**src/rtl/piso_pkg.sv**
```systemverilog
// Definitions shared by the PISO transmitter and the SIPO receiver
// (default word width, word type and counter-width helper).
package piso_pkg;

  localparam int DEFAULT_N = 8;

  typedef logic [DEFAULT_N-1:0] word_t;

  function automatic int cnt_w(input int n);
    return $clog2(n);
  endfunction

endpackage

```
**src/rtl/sipo_out_buf.sv**
```systemverilog
// One-entry valid/ready holding register for completed words. A completed word
// loads when the buffer is free (empty or draining this edge); otherwise it is dropped.
module sipo_out_buf
  import piso_pkg::*;
#(
  parameter int N = DEFAULT_N
) (
  input  logic         clk,
  input  logic         rst,
  input  logic         word_done,
  input  logic [N-1:0] word_in,
  input  logic         p_ready,
  output logic [N-1:0] p_data,
  output logic         p_valid,
  output logic         overrun
);

  logic [N-1:0] data_q, data_d;
  logic         valid_q, valid_d;
  logic         overrun_q, overrun_d;
  logic         load_s;
  logic         drop_s;

  always_comb begin
    load_s    = word_done && (!valid_q || p_ready);
    drop_s    = word_done && valid_q && !p_ready;
    data_d    = data_q;
    valid_d   = valid_q;
    overrun_d = 1'b0;
    if (load_s) begin
      data_d  = word_in;
      valid_d = 1'b1;
    end else if (drop_s) begin
      overrun_d = 1'b1;
    end else if (valid_q && p_ready) begin
      valid_d = 1'b0;
    end else begin
      valid_d = valid_q;
    end
  end

  always_ff @(posedge clk) begin
    if (rst) begin
      data_q    <= {N{1'b0}};
      valid_q   <= 1'b0;
      overrun_q <= 1'b0;
    end else begin
      data_q    <= data_d;
      valid_q   <= valid_d;
      overrun_q <= overrun_d;
    end
  end

  assign p_data  = data_q;
  assign p_valid = valid_q;
  assign overrun = overrun_q;

endmodule

```
**src/rtl/sipo_reg_rx.sv**
```systemverilog
// Serial-in, parallel-out receiver: collects N MSB-first bits while shift_en is
// high and hands each completed word to a one-entry valid/ready output buffer.
module sipo_reg_rx
  import piso_pkg::*;
#(
  parameter int N = DEFAULT_N
) (
  input  logic                clk,
  input  logic                rst,
  input  logic                shift_en,
  input  logic                s_data,
  input  logic                frame_clr,
  output logic [N-1:0]        p_data,
  output logic                p_valid,
  input  logic                p_ready,
  output logic                overrun,
  output logic [cnt_w(N)-1:0] bit_cnt
);

  localparam int CW = cnt_w(N);
  localparam logic [CW-1:0] CNT_MAX = CW'(N - 1);

  // Only N-1 history bits are kept: the oldest bit of a full shift register
  // would be shifted out on the completing edge and is never observable.
  logic [N-2:0]  shreg_q, shreg_d;
  logic [CW-1:0] cnt_q, cnt_d;
  logic [N-1:0]  word_s;
  logic          word_done_s;

  always_comb begin
    word_s      = {shreg_q, s_data};
    shreg_d     = shreg_q;
    cnt_d       = cnt_q;
    word_done_s = 1'b0;
    if (frame_clr) begin
      shreg_d = {(N-1){1'b0}};
      cnt_d   = {CW{1'b0}};
    end else if (shift_en) begin
      shreg_d     = word_s[N-2:0];
      word_done_s = (cnt_q == CNT_MAX);
      if (cnt_q == CNT_MAX) begin
        cnt_d = {CW{1'b0}};
      end else begin
        cnt_d = cnt_q + CW'(1);
      end
    end else begin
      shreg_d = shreg_q;
      cnt_d   = cnt_q;
    end
  end

  always_ff @(posedge clk) begin
    if (rst) begin
      shreg_q <= {(N-1){1'b0}};
      cnt_q   <= {CW{1'b0}};
    end else begin
      shreg_q <= shreg_d;
      cnt_q   <= cnt_d;
    end
  end

  assign bit_cnt = cnt_q;

  sipo_out_buf #(
    .N (N)
  ) u_out_buf (
    .clk       (clk),
    .rst       (rst),
    .word_done (word_done_s),
    .word_in   (word_s),
    .p_ready   (p_ready),
    .p_data    (p_data),
    .p_valid   (p_valid),
    .overrun   (overrun)
  );

endmodule

```
**config.mk**
```make
export PLATFORM = sky130hd
export DESIGN_NAME = sipo_reg_rx
export DESIGN_NICKNAME = d
export VERILOG_FILES = /design/src/rtl/piso_pkg.sv /design/src/rtl/sipo_out_buf.sv /design/src/rtl/sipo_reg_rx.sv
export SDC_FILE = /design/constraint.sdc
export NUM_CORES = 1
export LEC_CHECK = 0
export CORE_MARGIN = 4
export CORE_UTILIZATION = 50
export DETAILED_ROUTE_END_ITERATION = 12
export PLACE_DENSITY = 0.9
export SETUP_SLACK_MARGIN = 0.3
export SYNTH_ARGS = -nofsm -noshare
export SYNTH_HDL_FRONTEND = slang
export SYNTH_HIERARCHICAL = 1
export SYNTH_SLANG_ARGS = --single-unit
```
**constraint.sdc**
```tcl
create_clock -name clk -period 2.15 [get_ports clk]
set_clock_uncertainty 0.05 [all_clocks]
set_input_delay 0.43 -clock clk [delete_from_list [all_inputs] [get_ports clk]]
set_output_delay 0.43 -clock clk [all_outputs]
set_load 0.1 [all_outputs]
```
==> run_results.csv, run 1 <==
group,metric,value,unit
outcome,status,"complete, no violations",
power_and_ir_drop,powerDensity,612,nW/um^2
die,die_h,48.8,um
detailed_routing,vias_per_cell,4.96,
power_and_ir_drop,sequentialPowerShare,59.1,%
critical_path,critPathCaptureType,"register",
placement,portBuffers,18,
die,start_util,54.1,%
timing,fin_crit_sh,74.1,%
critical_path,worstPathRequired,2.31,ns
clocking,insertion_delay,0.29,ns
critical_path,critPathKind,"register to register",
critical_path,cp-start-kind,"register",
synthesis,yosys_warnings,6,
die,rows,14,
power_and_ir_drop,combinationalPowerShare,7.6,%
synthesis,ys_ff_latch,20,
finish,area_delta_synth_final,24.2,%
clocking,clock-root-buffer,"clkbuf_4",
clocking,postCtsResizedCells,0,
die,fp.dieArea,2380,um^2
grt,grt_max_degree,13,
detailed_routing,wl_per_cell,13.1,um
clocking,clk_path_buf_depth,2,
die,fp.coreArea,1540,um^2
critical_path,path_max_fanout,8,
detailed_routing,drtIter0Drc,6,
power_and_ir_drop,p_sw_share,21.2,%
timing,holdWs,0.434,ns
clocking,cts_tree,"yes",
detailed_routing,wirelength,1510,um
power_and_ir_drop,power,0.633,mW
synthesis,synthesis.nets,86,
finish,final_cell_mix,"mux2i_1 (17), nand2b_1 (17), dfxtp_1 (17)",
detailed_routing,vias,570,
finish,layout-drive-gt1-share,26.3,%
power_and_ir_drop,internal-power,0.499,mW
clocking,htreeDepth,1,
finish,num_antenna_cells,0,
grt,grt_pass1_vias,638,
timing,hold_viol_final,0,
clocking,clock_sinks,20,
grt,antenna_found_initial,0,
critical_path,cp.arrival,1.76,ns
synthesis,yosysSeqAreaShare,48.0,%
timing,layout_setup_ws,0.556,ns
clocking,cts_hold_buf,0,
power_and_ir_drop,clkPwrFrac,33.3,%
timing,worst_slew_pin_slew,0.340,ns
synthesis,synth_area_per_cell,10.7,um^2
timing,fin_tns_setup,0,ns
timing,slew_headroom,77.2,%
power_and_ir_drop,leakagePower,0.431,nW
detailed_routing,ant_nets,0,
die,die_w,48.8,um
detailed_routing,firstDrtPassIters,4,
clocking,clk_pin_slew,0.11,ns
synthesis,syn_area,833,um^2
grt,overflow,0,
timing,max_freq,628,MHz
hold_path,hold_path.class,"register to register",
power_and_ir_drop,power.switching,0.135,mW
flow_run,maxCapViolations,0,
timing,grt_setup_unrepaired,"false",
finish,fin_nets,108,
placement,post-place-ws,0.355,ns
placement,finalWeightedCongestion,0.713,
power_and_ir_drop,vdd_drop_max,315,uV
timing,setup-violations-final,0,
synthesis,synthCells,78,
placement,dp_hpwl,1180,um
detailed_routing,drc,0,
clocking,cts_buffers,3,
grt,grt_first_pass_wirelength,2840,um
timing,drv_slew,0,
grt,gr-usage-all-layers,14.7,%
die,ios,19,
synthesis,synth.distinct_cells,15,
timing,period_minus_slack,1.59,ns
clocking,post_cts_buffers,0,
==> worst max-delay path, cell delays in order, from the launching register on <==
cell and delay (ns):
dfxtp_2 0.38, ha_1 0.15, ha_1 0.18, and3b_1 0.20, a21boi_2 0.16, buf_4 0.19
mux2i_1 0.21
==> power groups by stage <==
| stage | clock, mW | sequential [mW] | combinational, mW |
|---|---|---|---|
| after global routing | 0.242 | 0.375 | 0.0520 |
| after global placement | 0 | 0.383 | 0.0471 |
| final | 0.211 | 0.374 | 0.0481 |
| after detailed placement | 0 | 0.383 | 0.0483 |
| after CTS | 0.222 | 0.374 | 0.0486 |
| after floorplan | 0 | 0.391 | 0.0229 |
==> final cells by class <==
cell class,count,area (um^2)
clock buffers,4,36.3
multi-input cells,53,400
repair buffers,21,170
well taps,16,20.0
flip-flops and latches,20,404
fillers,130,507
inverters,1,3.75
==> flip-flops by register name, summed over array words and instances (netlist names) <==
name               cells
bit_cnt                3
u_out_buf/p_valid      1
shreg_q                7
u_out_buf/overrun      1
u_out_buf/p_data       8
==> path summary, 6_finish.rpt <==
| kind | startpoint | endpoint | cells after the start | slack, ns |
|---|---|---|---|---|
| max | bit_cnt[0] | u_out_buf/p_data[4] | 6 | 0.56 |
| min | u_out_buf/p_data[5] | u_out_buf/p_data[5] | 2 | 0.43 |
| max reg2reg | bit_cnt[0] | u_out_buf/p_data[4] | 6 | 0.56 |
| min reg2reg | u_out_buf/p_data[5] | u_out_buf/p_data[5] | 2 | 0.43 |
==> synth_stat cells <==
cell       n  area [um^2]
ha_1       2         25.0
buf_6      1         11.3
buf_2      2         10.0
nor2_1    10         37.5
or2_1      1         6.26
a21boi_2   1         11.3
dfxtp_1   20          400
nor4bb_2   1         16.3
nand2b_1  17          106
or3b_1     1         8.76
mux2i_1   17          170
inv_2      1         3.75
a21oi_1    2         10.0
buf_4      1         7.51
and3b_1    1         8.76
==> through the flow <==
stage               std cells  util, %  area (um^2)
floorplan                  78        -          837
global placement          111     64.8          998
detailed placement        111     64.8          998
CTS                       115     67.1         1030
global route              115     67.1         1030
finish                    115     67.1         1030
==> cells by family after synthesis <==
family,after synthesis,share of synthesized area [%]
mux,17,20.4
buf+inv,5,3.90
compound gates,3,2.55
simple gates,31,22.1
flops,20,48.0
fa+ha+maj,2,3.00
==> layer usage <==
layer	GRT usage (%)	share of wire [%]	wire length [um]
met2	26.1	53	806
met5	0	0	0
met3	2.45	3.7	56
met1	16.4	40	609
met4	8.07	2.4	36
Note: power is estimated with default switching activity, not from simulation.
==> run 2, diff against run 1 <==
--- a/config.mk
+++ b/config.mk
@@ -6,9 +6,9 @@
 export NUM_CORES = 1
 export LEC_CHECK = 0
 export CORE_MARGIN = 4
-export CORE_UTILIZATION = 50
+export CORE_UTILIZATION = 47
 export DETAILED_ROUTE_END_ITERATION = 12
-export PLACE_DENSITY = 0.9
+export PLACE_DENSITY = 0.86
 export SETUP_SLACK_MARGIN = 0.3
 export SYNTH_ARGS = -nofsm -noshare
 export SYNTH_HDL_FRONTEND = slang
==> constraint.sdc (replaced) <==
create_clock -name clk -period 1.6 [get_ports clk]
set_clock_uncertainty 0.05 [all_clocks]
set_input_delay 0.32 -clock clk [delete_from_list [all_inputs] [get_ports clk]]
set_output_delay 0.32 -clock clk [all_outputs]
set_load 0.1 [all_outputs]
==> run_results.csv, run 2 (synthesis results as in run 1) <==
group,metric,value,unit
outcome,status,"complete, no violations",
finish,instances_no_fill,131,
clocking,clk_path_buf_depth,2,
finish,largest_reg_flops,8,
timing,fin_crit_sh,92.2,%
critical_path,worstPathRequired,1.78,ns
detailed_routing,wirelength,1940,um
finish,area_delta_synth_final,60.8,%
grt,met2_usage,28.9,%
placement,portBuffers,18,
power_and_ir_drop,internal-power,0.636,mW
clocking,clock_sinks,20,
die,ios,19,
detailed_routing,firstDrtPassIters,4,
grt,gr-usage-all-layers,16.7,%
timing,hold_viol_final,0,
grt,busiest_layer,"met2",
grt,grt_pass1_vias,665,
hold_path,whs_path_depth,2,
critical_path,cp.arrival,1.65,ns
clocking,clock-root-buffer,"clkbuf_4",
critical_path,path_max_fanout,8,
grt,antenna_found_initial,0,
clocking,cts_tree,"yes",
die,die_w,50.1,um
die,die_h,50.1,um
detailed_routing,vias,639,
detailed_routing,drc,0,
die,start_util,52.3,%
power_and_ir_drop,sequentialPowerShare,60.1,%
detailed_routing,drtIter0Drc,10,
grt,grt_max_degree,15,
power_and_ir_drop,leakagePower,0.506,nW
clocking,clk_pin_slew,0.10,ns
power_and_ir_drop,combinationalPowerShare,10.2,%
flow_run,maxCapViolations,0,
power_and_ir_drop,power,0.827,mW
detailed_routing,ant_nets,0,
critical_path,reg2reg_depth,6,
timing,worst_slew_pin_slew,0.361,ns
finish,final_core_util,84.1,%
timing,slew_headroom,76.0,%
detailed_routing,wl_per_cell,14.8,um
hold_path,hold_path.class,"register to register",
power_and_ir_drop,clkPwrFrac,29.7,%
timing,setup-violations-final,0,
clocking,cts_hold_buf,0,
power_and_ir_drop,power.switching,0.191,mW
finish,num_antenna_cells,0,
power_and_ir_drop,vdd_drop_max,590,uV
die,rows,14,
die,fp.dieArea,2510,um^2
finish,final_cell_mix,"nand2b_1 (17), mux2i_1 (14), buf_12 (14)",
die,fp.coreArea,1590,um^2
critical_path,critPathKind,"register to register",
detailed_routing,vias_per_cell,4.88,
timing,grt_setup_unrepaired,"true",
timing,period_minus_slack,1.48,ns
finish,layout-drive-gt1-share,40.2,%
clocking,insertion_delay,0.30,ns
placement,dp_hpwl,1360,um
grt,grtUsageMet1,16.9,%
grt,overflow,0,
power_and_ir_drop,p_sw_share,23.1,%
clocking,htreeDepth,1,
placement,finalWeightedCongestion,0.725,
grt,grt_first_pass_wirelength,3040,um
timing,max_freq,678,MHz
finish,layout_commonest_cell,"nand2b_1",
finish,fin_nets,116,
timing,drv_slew,0,
critical_path,critPathCaptureType,"register",
grt,use_met3,4.82,%
clocking,cts_buffers,3,
critical_path,cp-start-kind,"register",
placement,dp_cells,121,
power_and_ir_drop,powerDensity,617,nW/um^2
-- run 2: critical path, cell delays in order, from the launching register on --
cell	delay, ns
dfxtp_4	0.38
ha_4	0.13
ha_4	0.11
and3b_1	0.17
a21boi_4	0.19
buf_12	0.15
mux2i_2	0.22
-- run 2: cell type report --
type / instances / area (um^2)
tap: 24 / 30.0
inverter: 1 / 3.75
fill: 79 / 254
sequential: 20 / 419
timing repair buffer: 29 / 413
multi-input combinational: 53 / 448
clock buffer: 4 / 26.3
-- run 2: through the flow --
stage          hold slack (ns)  setup WS [ns]  cell area (um^2)  setup TNS (ns)
2_1_floorplan            0.340         0.0147               871               0
3_3_place_gp             0.427        -0.0255              1230         -0.0428
3_5_place_dp             0.449        -0.0863              1230          -0.254
4_1_cts                  0.465          0.130              1290               0
5_1_grt                  0.490         0.0635              1340               0
6_report                 0.459          0.124              1340               0
-- run 2: final timing paths --
path	slack (ns)	start	endpoint
worst max-delay path	0.12	bit_cnt[0]	u_out_buf/p_data[1]
worst min-delay path	0.46	u_out_buf/p_data[4]	u_out_buf/p_data[4]
worst max register to register	0.12	bit_cnt[0]	u_out_buf/p_data[1]
worst min register to register	0.46	u_out_buf/p_data[4]	u_out_buf/p_data[4]
-- run 2: per-layer routing --
metal,up-vias,routed length (um),part of all wire [%]
met5,-,0,0
met4,0,68,3.5
met3,7,75,3.9
met2,18,1090,56
met1,297,701,36
li1,317,-,-
-- run 2: what timing repair did --
item	in CTS	in global routing
hold endpoints to repair	0	0
pin swaps	1	1
gates resized for setup	1	10
buffers inserted	3	3
gates cloned	0	0
setup endpoints to repair	9	18
-- run 2: power groups by stage --
stage          Clock [mW]  Sequential [mW]  Combinational [mW]
5_1_grt             0.274            0.498              0.0900
6_report            0.246            0.497              0.0844
2_1_floorplan           0            0.522              0.0311
3_3_place_gp            0            0.511              0.0697
3_5_place_dp            0            0.512              0.0718
4_1_cts             0.254            0.499              0.0765
